## src/rtl/demux4_dispatcher.sv

```systemverilog
// 1-to-4 byte dispatcher: one valid/ready input fanned out to four 1-entry output registers,
// steered either by a per-byte tag or by a round-robin pointer that skips occupied channels.
module demux4_dispatcher #(
   parameter int unsigned WIDTH = 8
) (
   input  logic             clk,
   input  logic             rst,
   input  logic [WIDTH-1:0] A,
   input  logic             A_valid,
   output logic             A_ready,
   input  logic [1:0]       S,
   input  logic             mode,
   output logic [WIDTH-1:0] Out1,
   output logic [WIDTH-1:0] Out2,
   output logic [WIDTH-1:0] Out3,
   output logic [WIDTH-1:0] Out4,
   output logic [3:0]       out_valid,
   input  logic [3:0]       out_ready,
   output logic [1:0]       last_dest,
   output logic             drop_busy
);

   logic [WIDTH-1:0] out_q [4];
   logic [3:0]       out_valid_q;
   logic [1:0]       ptr_q;
   logic [1:0]       last_dest_q;

   logic [3:0] free;
   logic [1:0] rr_target;
   logic       rr_found;
   logic [1:0] target;
   logic       accept;

   // A channel drained this cycle can be refilled in the same cycle.
   assign free = ~out_valid_q | out_ready;

   always_comb begin
      rr_target = ptr_q;
      rr_found  = 1'b0;
      for (int i = 0; i < 4; i++) begin
         if (!rr_found && free[ptr_q + 2'(i)]) begin
            rr_target = ptr_q + 2'(i);
            rr_found  = 1'b1;
         end
      end
   end

   always_comb begin
      target  = mode ? rr_target : S;
      A_ready = mode ? rr_found : free[S];
   end

   assign accept    = A_valid && A_ready;
   assign drop_busy = A_valid && !A_ready;

   always_ff @(posedge clk) begin
      if (rst) begin
         for (int k = 0; k < 4; k++) out_q[k] <= '0;
         out_valid_q <= '0;
         ptr_q       <= '0;
         last_dest_q <= '0;
      end else begin
         for (int k = 0; k < 4; k++) begin
            if (out_valid_q[k] && out_ready[k]) out_valid_q[k] <= 1'b0;
         end
         // Later assignment wins, so a refill overrides the drain-clear above.
         if (accept) begin
            out_q[target]       <= A;
            out_valid_q[target] <= 1'b1;
            last_dest_q         <= target;
            if (mode) ptr_q <= target + 2'd1;
         end
      end
   end

   assign Out1      = out_q[0];
   assign Out2      = out_q[1];
   assign Out3      = out_q[2];
   assign Out4      = out_q[3];
   assign out_valid = out_valid_q;
   assign last_dest = last_dest_q;

endmodule

```

## config.mk

```make
export PLATFORM = sky130hd
export DESIGN_NAME = demux4_dispatcher
export DESIGN_NICKNAME = d
export VERILOG_FILES = /design/src/rtl/demux4_dispatcher.sv
export SDC_FILE = /design/constraint.sdc
export NUM_CORES = 1
export LEC_CHECK = 0
export BUFFER_PORTS_ARGS = -buffer_cell sky130_fd_sc_hd__clkbuf_2
export CAP_MARGIN = 15
export CORE_UTILIZATION = 46
export CTS_CLUSTER_SIZE = 12
export DETAILED_ROUTE_END_ITERATION = 6
export PLACE_DENSITY = 0.75
export SLEW_MARGIN = 20
export SYNTH_ARGS = -nofsm -noshare
export SYNTH_HDL_FRONTEND = slang
export SYNTH_SLANG_ARGS = --single-unit
```

## constraint.sdc

```tcl
create_clock -name clk -period 2.1 [get_ports clk]
set_input_delay 0.315 -clock clk [delete_from_list [all_inputs] [get_ports clk]]
set_output_delay 0.315 -clock clk [all_outputs]
set_load 0.01 [all_outputs]
```

Yosys cells after proc, flatten, opt, wreduce, memory -nomap -nowiden
Memory sizes are Yosys's and may differ from the RTL's.
Cells that the tools add are included.
- register bits: 8
- bits in latches: 0
- RAM bits: 32
- ROM bits: 0
- input bits: 18
- output and inout bits: 40
- logic and storage cells: 72
- memories kept: 1
- memories (memory ; words ; bits a word ; read ports ; clocked after Yosys merged registers in ; write ports ; line ; source):
    out_q ; 4 ; 8 ; 4 ; 0 ; 4 ; 23 ; logic [WIDTH-1:0] out_q [4];
- add/subtract/negate cells: 4
- multipliers: 0
- div/mod/pow operators: 0
- order comparisons: 7
- equal/unequal tests: 0
- shift operators: 0
- muxes and demuxes: 38
- bitwise operators: 3
- reductions and logical operators: 16
- operator list (kind ; number):
    1-bit two-way mux ; 25
    2-bit by 3-bit < comparator with 1-bit output (second input constant) ; 6
    1-bit binary-select mux with 2-bit select ; 5
    1-bit logical AND ; 10
    2-bit two-way mux ; 5
    8-bit two-way mux ; 1
    4-bit bitwise OR ; 2
    8-bit OR reduction ; 1
    2-bit by 1-bit adder with 2-bit output (second input constant) ; 2
    2-bit adder (second input constant) ; 2
    1-bit zero test ; 4
    4-bit two-way mux ; 1
    4-bit NOT ; 1
    1-bit demux with 2-bit select ; 1
    2-bit by 1-bit >= comparator with 1-bit output (second input constant) ; 1
    2-bit AND reduction ; 1

Depth between registers and ports, before layout
Gate-level depths: netlist of run 1.
- depth in word-level cells: 21
- gate-level depth with buffers: 9
- gate-level depth less buffers: 8

Worst setup path before layout of run 1
No wires, ideal clock.
- path type: reg2reg
- start: reg out_valid_q[3] (netlist: out_valid[3])
- end: mem out_q[2][0] (enable)
- data arrival time: 1.839 ns
- required time: 1.774 ns
- path slack: -0.065 ns
- cell stages (with the launch flop): 10
- cell sequence: dfxtp_1 nor2b_2 buf_4 nor2b_1 o311ai_2 o2111ai_2 clkinv_2 and2_4 buf_6 a21o_1
- RTL lines (element ; line ; source):
    from (decl) ; 24 ; logic [3:0] out_valid_q;
    from (signal assigned) ; 59 ; out_valid_q <= '0;
    from (signal, indexed assignment) ; 69 ; out_valid_q[target] <= 1'b1;
    to (decl) ; 23 ;

Worst setup path after layout of run 1
- start: reg out_valid_q[2] (netlist: out_valid[2])
- end: reg ptr_q[1]
- cells in the longest elaborated chain, start to end: 17
- RTL lines (element ; line ; source):
    4-bit NOT * ; 35 ; assign free = ~out_valid_q | out_ready;
    4-bit bitwise OR * ; 35 ;
    branches (longest 15 deep; another with 1-bit binary-select mux with 2-bit select) ; -- ;
    to (signal assigned) ; 71 ; if (mode) ptr_q <= target + 2'd1;
    to (decl) ; 25 ; logic [1:0] ptr_q;
Mark *: on every way between the ends. The select of a mux whose other input is x is not followed.
A chain may end at the register's enable or synchronous reset.

==> impl_metrics.env, run 1 <==
export IMPL_cts_path_max_buffers=2
export IMPL_antenna_found_initial=0
export IMPL_outcome="finished, final reports clean"
export IMPL_holdBufCountCts=0
export IMPL_start_util=0.489
export IMPL_start_kind="register"
export IMPL_postSynth_asyncResetShare=0
export IMPL_drt_pre_antenna_iters=4
export IMPL_grt_pass1_vias=1401
export IMPL_fmax_mhz=496
export IMPL_netlist_area_mm2=0.00200
export IMPL_final_common_cell="clkbuf_2"
export IMPL_grt_total_usage=0.206
export IMPL_nets=257
export IMPL_worst_endpoint_arrival_ns=2.18
export IMPL_overflow=0
export IMPL_worst_path_max_delay_cell="dfxtp_2"
export IMPL_grt_pass1_wl_mm=6.76
export IMPL_slowest_delay_ns=0.38
export IMPL_rows=23
export IMPL_path_clk_slew_ns=0.08
export IMPL_cts_tree="built"
export IMPL_ff2ff_path_depth=8
export IMPL_drive_above_1_share=0.458
export IMPL_period_share=0.961
export IMPL_core_area_mm2=0.00409
export IMPL_drt_iter0_drc=146
export IMPL_area_delta_synth_final_pct=29.4
export IMPL_p_total_mw=1.90
export IMPL_ioPinCount=58
export IMPL_drv_cap=0
export IMPL_h_tree_depth=2
export IMPL_detail_route_vias_per_cell=5.42
export IMPL_crit_required_ns=2.26
export IMPL_syn_num_nets=185
export IMPL_finalSetupViolCount=0
export IMPL_fillCellCount=323
export IMPL_crit_path_max_fanout=5
export IMPL_place_gp_congestion=0.837
export IMPL_ys_warn_count=0
export IMPL_p_leak_nw=1.19
export IMPL_dp_hpwl_mm=3.31
export IMPL_synth_cell_types=49
export IMPL_final_cell_mix="clkbuf_2 (57), edfxtp_1 (32), and3_1 (24)"
export IMPL_die_w_um=67.9
export IMPL_crit_chain="nand2b_4 -> a211o_1 -> a311o_1 -> o2111a_2 -> buf_4 -> ha_1 -> mux2i_1 -> nor2_1"
export IMPL_design_die_area_mm2=0.00461
export IMPL_die_y_um=67.9
export IMPL_dpl_worst_slack_ns=-0.0586
export IMPL_synth_edff_count=32
export IMPL_crit_path_start="out_valid[2]$_SDFF_PP0_"
export IMPL_ys_seq_elements=40
export IMPL_min_period_ns=2.02
export IMPL_powerDensity_mw_per_mm2=736
export IMPL_post_drt_wl_per_cell_um=15.6
export IMPL_min_from="A_valid"
export IMPL_holdCritPathClass="in -> reg"
export IMPL_hold_depth=2
export IMPL_postSynthAreaPerCell_um2=12.3
export IMPL_clk_latency_ns=0.29
export IMPL_drc=0
export IMPL_tightestPinTransition_ns=0.459
export IMPL_grt_max_degree=35
export IMPL_wl_mm=4.47
export IMPL_numCtsBuffers=5
export IMPL_peakVddDrop_v=0.000617
export IMPL_relSlewSlack=0.694
export IMPL_cts_root_buf="clkbuf_8"
export IMPL_fin_worst_skew_ns=0.00978
export IMPL_ys_seq_area_frac=0.561
export IMPL_portBuffers=57
export IMPL_cp_end_kind="register"
export IMPL_n_antenna_cell=0
export IMPL_setup_slack_ns=0.0828
export IMPL_hold_viol=0
export IMPL_path_class="reg -> reg"
export IMPL_rsz0062_at_grt="false"
export IMPL_slew_viol_final=0
export IMPL_vias=1550
export IMPL_worstReg2RegStart="out_valid[2]$_SDFF_PP0_"
export IMPL_ys_flop_type="edfxtp_1"
export IMPL_final_antenna_net_count=0
export IMPL_cts_sinks=40
export IMPL_netlist_instances=163
-- power breakdown --
part           leakage (nW)  switching [mW]  internal, mW
Combinational         0.736           0.188         0.149
Sequential            0.401          0.0276         0.919
Clock                0.0558           0.266         0.352
-- cell type report --
class	instances	area [um2]	share of cell area
Clock inverter	3	42.5	0.0165
Tap cell	50	62.6	0.0242
Clock buffer	5	68.8	0.0266
Sequential cell	40	1130	0.436
Multi-Input combinational cell	109	823	0.318
Timing Repair Buffer	75	445	0.172
Inverter	4	16.3	0.00629
-- state kept, by name, summed over array words and instances (netlist names) --
register,cells
ptr_q,2
out_q,32
out_valid,4
last_dest,2
-- layer usage --
metal / global-route usage / vias to the layer above / part of all wire
met5: 0 / - / 0
met4: 0.0677 / 0 / 0.0058
met3: 0.0550 / 2 / 0.061
met2: 0.335 / 59 / 0.50
met1: 0.266 / 735 / 0.43
li1: - / 754 / -
-- through the flow --
| stage | instance area (um2) | util | instances | hold WS, ns | TNS (ns) |
|---|---|---|---|---|---|
| final | 2580 | 0.633 | 286 | 0.299 | 0 |
| after detailed placement | 2430 | 0.596 | 277 | 0.485 | -1.32 |
| after floorplan | 2010 | - | 163 | 0.387 | 0 |
| after global placement | 2430 | 0.596 | 277 | 0.485 | -1.21 |
| after CTS | 2560 | 0.626 | 285 | 0.306 | 0 |
| after global routing | 2580 | 0.633 | 286 | 0.309 | 0 |
-- synth_stat cells, drive strengths merged (4+ instances only) --
cell,number,area [um2]
and2,9,58.8
nand2,4,15.0
dfxtp,8,160
nor2,11,46.3
ha,4,50.1
edfxtp,32,961
buf,9,78.8
nor2b,4,35.0
a21oi,10,50.1
nand2b,6,45.0
and3,24,150
-- worst max-delay path: cells and delay by family (launching register included) --
family	cells	cell delay (ns)
multiplexers	1	0.13
AND/OR/NAND/NOR	2	0.13
AO/OA/AOI/OAI	3	0.79
adder cells (fa/ha/maj)	1	0.28
buffers and inverters	1	0.16
flip-flops	1	0.38
-- path summary, 6_finish.rpt --
check / slack [ns] / endpoint
max: 0.08 / ptr_q[1]$_SDFFE_PP0P_
min reg2reg: 0.52 / last_dest[1]$_SDFFE_PP0P_
max reg2reg: 0.08 / ptr_q[1]$_SDFFE_PP0P_
min: 0.30 / ptr_q[0]$_SDFFE_PP0P_
-- repair_timing --
action                     in CTS  in global routing
setup endpoints to repair       9                 37
buffers inserted                0                  0
resized for setup               3                  8
gates cloned                    0                  1
-- kinds of logic after synthesis --
kind of cell | Yosys count | synth area share
simple gates | 67 | 0.209
flops | 40 | 0.561
compound gates | 34 | 0.138
buf+inv | 15 | 0.0514
fa+ha+maj | 4 | 0.0251
mux | 3 | 0.0150
No activity file was read; power rests on OpenSTA's default activity.
==> run 2: changes to the inputs <==
--- a/config.mk
+++ b/config.mk
@@ -5,13 +5,15 @@
 export SDC_FILE = /design/constraint.sdc
 export NUM_CORES = 1
 export LEC_CHECK = 0
+export ABC_AREA = 1
 export BUFFER_PORTS_ARGS = -buffer_cell sky130_fd_sc_hd__clkbuf_2
 export CAP_MARGIN = 15
-export CORE_UTILIZATION = 46
+export CORE_UTILIZATION = 47
 export CTS_CLUSTER_SIZE = 12
 export DETAILED_ROUTE_END_ITERATION = 6
-export PLACE_DENSITY = 0.75
-export SLEW_MARGIN = 20
+export MAX_ROUTING_LAYER = met4
+export PLACE_DENSITY = 0.76
+export SLEW_MARGIN = 25
 export SYNTH_ARGS = -nofsm -noshare
 export SYNTH_HDL_FRONTEND = slang
 export SYNTH_SLANG_ARGS = --single-unit
==> run 2 against run 1 <==
Effect of this change: critical path depth rose by 2; maximum frequency down 4.8%; synthesized cell count grew 31%; register-to-register slack worse by 0.08 ns; first-iteration DRC count down 4.1%; critical endpoint is now drop_busy; the run now ends with setup timing left; final area up 8.1%; hold slack gained 0.052 ns; largest power group unchanged; non-clock buffer count is 1 lower; highest routed layer unchanged; synthesized area up 4.5%; flip-flop and latch count is the same.
==> impl_metrics.env, run 2 <==
export IMPL_antenna_found_initial=0
export IMPL_path_clk_slew_ns=0.08
export IMPL_netlist_area_mm2=0.00209
export IMPL_holdCritPathClass="in -> reg"
export IMPL_drv_cap=0
export IMPL_worst_path_max_delay_cell="dfxtp_4"
export IMPL_synth_cell_types=31
export IMPL_dp_hpwl_mm=3.53
export IMPL_clk_latency_ns=0.29
export IMPL_fmax_mhz=472
export IMPL_powerDensity_mw_per_mm2=625
export IMPL_place_gp_congestion=0.924
export IMPL_power_switching_mw=0.491
export IMPL_p_leak_nw=1.31
export IMPL_postSynth_asyncResetShare=0
export IMPL_worst_endpoint_arrival_ns=1.80
export IMPL_final_cell_mix="clkbuf_2 (57), nand2_1 (35), edfxtp_1 (32)"
export IMPL_ys_warn_count=0
export IMPL_drive_above_1_share=0.478
export IMPL_postSynthAreaPerCell_um2=9.75
export IMPL_dp_cells=332
export IMPL_cts_root_buf="clkbuf_8"
export IMPL_ys_seq_area_frac=0.537
export IMPL_fin_worst_skew_ns=0.00841
export IMPL_p_seq_frac=0.534
export IMPL_largest_reg_flops=32
export IMPL_drt_iter0_drc=140
export IMPL_rows=23
export IMPL_synth_top_cell_area_share=0.460
export IMPL_finalSetupViolCount=7
export IMPL_start_util=0.504
export IMPL_slew_viol_final=0
export IMPL_relSlewSlack=0.702
export IMPL_violations="setup timing"
export IMPL_detail_route_vias_per_cell=5.15
export IMPL_final_antenna_net_count=0
export IMPL_tightestPinTransition_ns=0.444
export IMPL_grt_total_usage=0.224
export IMPL_synth_top_area_cell="edfxtp_1"
export IMPL_rsz0062_at_grt="true"
export IMPL_netlist_instances=214
export IMPL_h_tree_depth=2
export IMPL_start_kind="register"
export IMPL_fillCellCount=320
export IMPL_core_area_mm2=0.00414
export IMPL_vias=1755
export IMPL_ys_seq_elements=40
export IMPL_ys_flop_type="edfxtp_1"
export IMPL_r2r_slack_ns=0
export IMPL_cts_path_max_buffers=2
export IMPL_fin_util=0.674
export IMPL_instances_no_fill=341
export IMPL_slowest_delay_ns=0.46
export IMPL_swShare=0.281
export IMPL_synthTopCellsByCount="nand2_1 (44), edfxtp_1 (32), nor2_1 (31)"
export IMPL_setup_slack_ns=-0.0191
export IMPL_post_drt_wl_per_cell_um=13.9
export IMPL_overflow=0
export IMPL_path_delay_family="simple AND/OR/NAND/NOR gates"
export IMPL_grt_pass1_wl_mm=7.29
export IMPL_design_die_area_mm2=0.00471
export IMPL_cts_tree="built"
export IMPL_ioPinCount=58
export IMPL_area_delta_synth_final_pct=33.9
export IMPL_min_period_ns=2.12
export IMPL_drc=0
export IMPL_drt_pre_antenna_iters=4
export IMPL_p_comb_frac=0.188
export IMPL_crit_chain="nand3_2 -> nand3_2 -> nand2_2 -> nor2_4 -> nand3_2 -> nand2_2 -> nand2_4 -> buf_6 -> nor2_2 -> clkbuf_2"
export IMPL_die_y_um=68.6
export IMPL_largest_register="out_q"
export IMPL_n_antenna_cell=0
export IMPL_syn_num_nets=236
export IMPL_grt_max_degree=13
export IMPL_hold_viol=0
export IMPL_grt_pass1_vias=1596
export IMPL_peakVddDrop_v=0.000413
export IMPL_p_int_mw=1.26
export IMPL_cp_end_kind="output pin"
export IMPL_nets=313
export IMPL_outcome="complete, but fails checks"
export IMPL_yosysMostFrequentCell="nand2_1"
export IMPL_period_share=1.01
export IMPL_synthTopCellsByArea="edfxtp_1 (46%), nand2_1 (7.9%), dfxtp_1 (7.7%)"
export IMPL_cts_sinks=40
export IMPL_die_w_um=68.6
export IMPL_final_common_cell="clkbuf_2"
export IMPL_hold_ws_ns=0.350
export IMPL_path_class="reg -> out"
export IMPL_crit_required_ns=1.78
export IMPL_synth_edff_count=32
export IMPL_cp_common_cell="nand3_2"
export IMPL_clock_power_share=0.279
export IMPL_p_total_mw=1.75
export IMPL_portBuffers=57
export IMPL_numCtsBuffers=5
export IMPL_cp_num_buf_inv=2
export IMPL_wl_mm=4.75
export IMPL_crit_path_max_fanout=8
==> run 2: power groups by stage <==
stage	Sequential [mW]	Clock, mW	Combinational, mW
6_report	0.932	0.486	0.328
5_1_grt	0.937	0.516	0.359
4_1_cts	0.931	0.493	0.318
3_5_place_dp	0.945	0	0.301
3_3_place_gp	0.944	0	0.294
2_1_floorplan	0.966	0	0.155
==> run 2: worst register-to-register path, stage by stage, from the launching register on <==
cell and delay, ns:
dfxtp_4 0.46, nand2_2 0.09, nand2_4 0.10, nand3_2 0.08, nand2_4 0.09, nor2_4 0.05, nand3_2 0.08, nand2_2 0.07
nand2_4 0.08, nand2_4 0.07, nor2_8 0.16, buf_4 0.14, nand4_2 0.09, nand2_2 0.11, buf_12 0.14
==> run 2: final timing paths <==
kind                                   from                         to  cells past startpoint
setup reg to reg      ptr_q[0]$_SDFFE_PP0P_  out_q[1][0]$_SDFFCE_PN0P_                     14
hold reg to reg   last_dest[1]$_SDFFE_PP0P_  last_dest[1]$_SDFFE_PP0P_                      2
setup / recovery      ptr_q[0]$_SDFFE_PP0P_                  drop_busy                     10
hold / removal                          rst      ptr_q[1]$_SDFFE_PP0P_                      2
==> run 2: routing by layer <==
metal  wire, um  vias to the layer above  global-route usage  share of wire
met5          0                        -                   -              0
met4         46                        0              0.0729         0.0097
met3        206                        6              0.0395          0.043
met2       2380                       53               0.355           0.50
met1       2120                      833               0.291           0.45
li1           -                      863                   -              -
==> run 2: kinds of logic (layout without fill, tap and decap cells) <==
logic type / after synthesis / after routing / share of synthesized area
adder cells (fa/ha/maj): 4 / 4 / 0.0240
AND/OR/NAND/NOR: 126 / 126 / 0.327
AO/OA/AOI/OAI: 12 / 12 / 0.0372
buffers and inverters: 32 / 109 / 0.0743
flip-flops: 40 / 40 / 0.537
==> run 2: repair_timing <==
| item | CTS | global route |
|---|---|---|
| endpoints found under the setup margin | 35 | 70 |
| resized for setup | 28 | 13 |
| hold buffers | 0 | 0 |
| buffers inserted | 3 | 0 |
| pin swaps | 14 | 5 |
==> run 2: cell type report <==
type                            count  area [um2]  area share
Multi-Input combinational cell    142         951       0.340
Sequential cell                    40        1130       0.404
Tap cell                           50        62.6      0.0224
Clock inverter                      2        12.5     0.00448
Clock buffer                        5        68.8      0.0246
Inverter                           28         120      0.0430
Timing Repair Buffer               74         449       0.161
==> run 2: per-stage QoR <==
stage / instance area, um2 / TNS, ns / setup slack, ns
6_report: 2790 / -0.0336 / -0.0191
5_1_grt: 2790 / -4.16 / -0.133
4_1_cts: 2740 / -0.0726 / -0.00785
3_5_place_dp: 2540 / -2.11 / -0.127
3_3_place_gp: 2540 / -0.402 / -0.0498
2_1_floorplan: 2100 / 0 / 0.0125
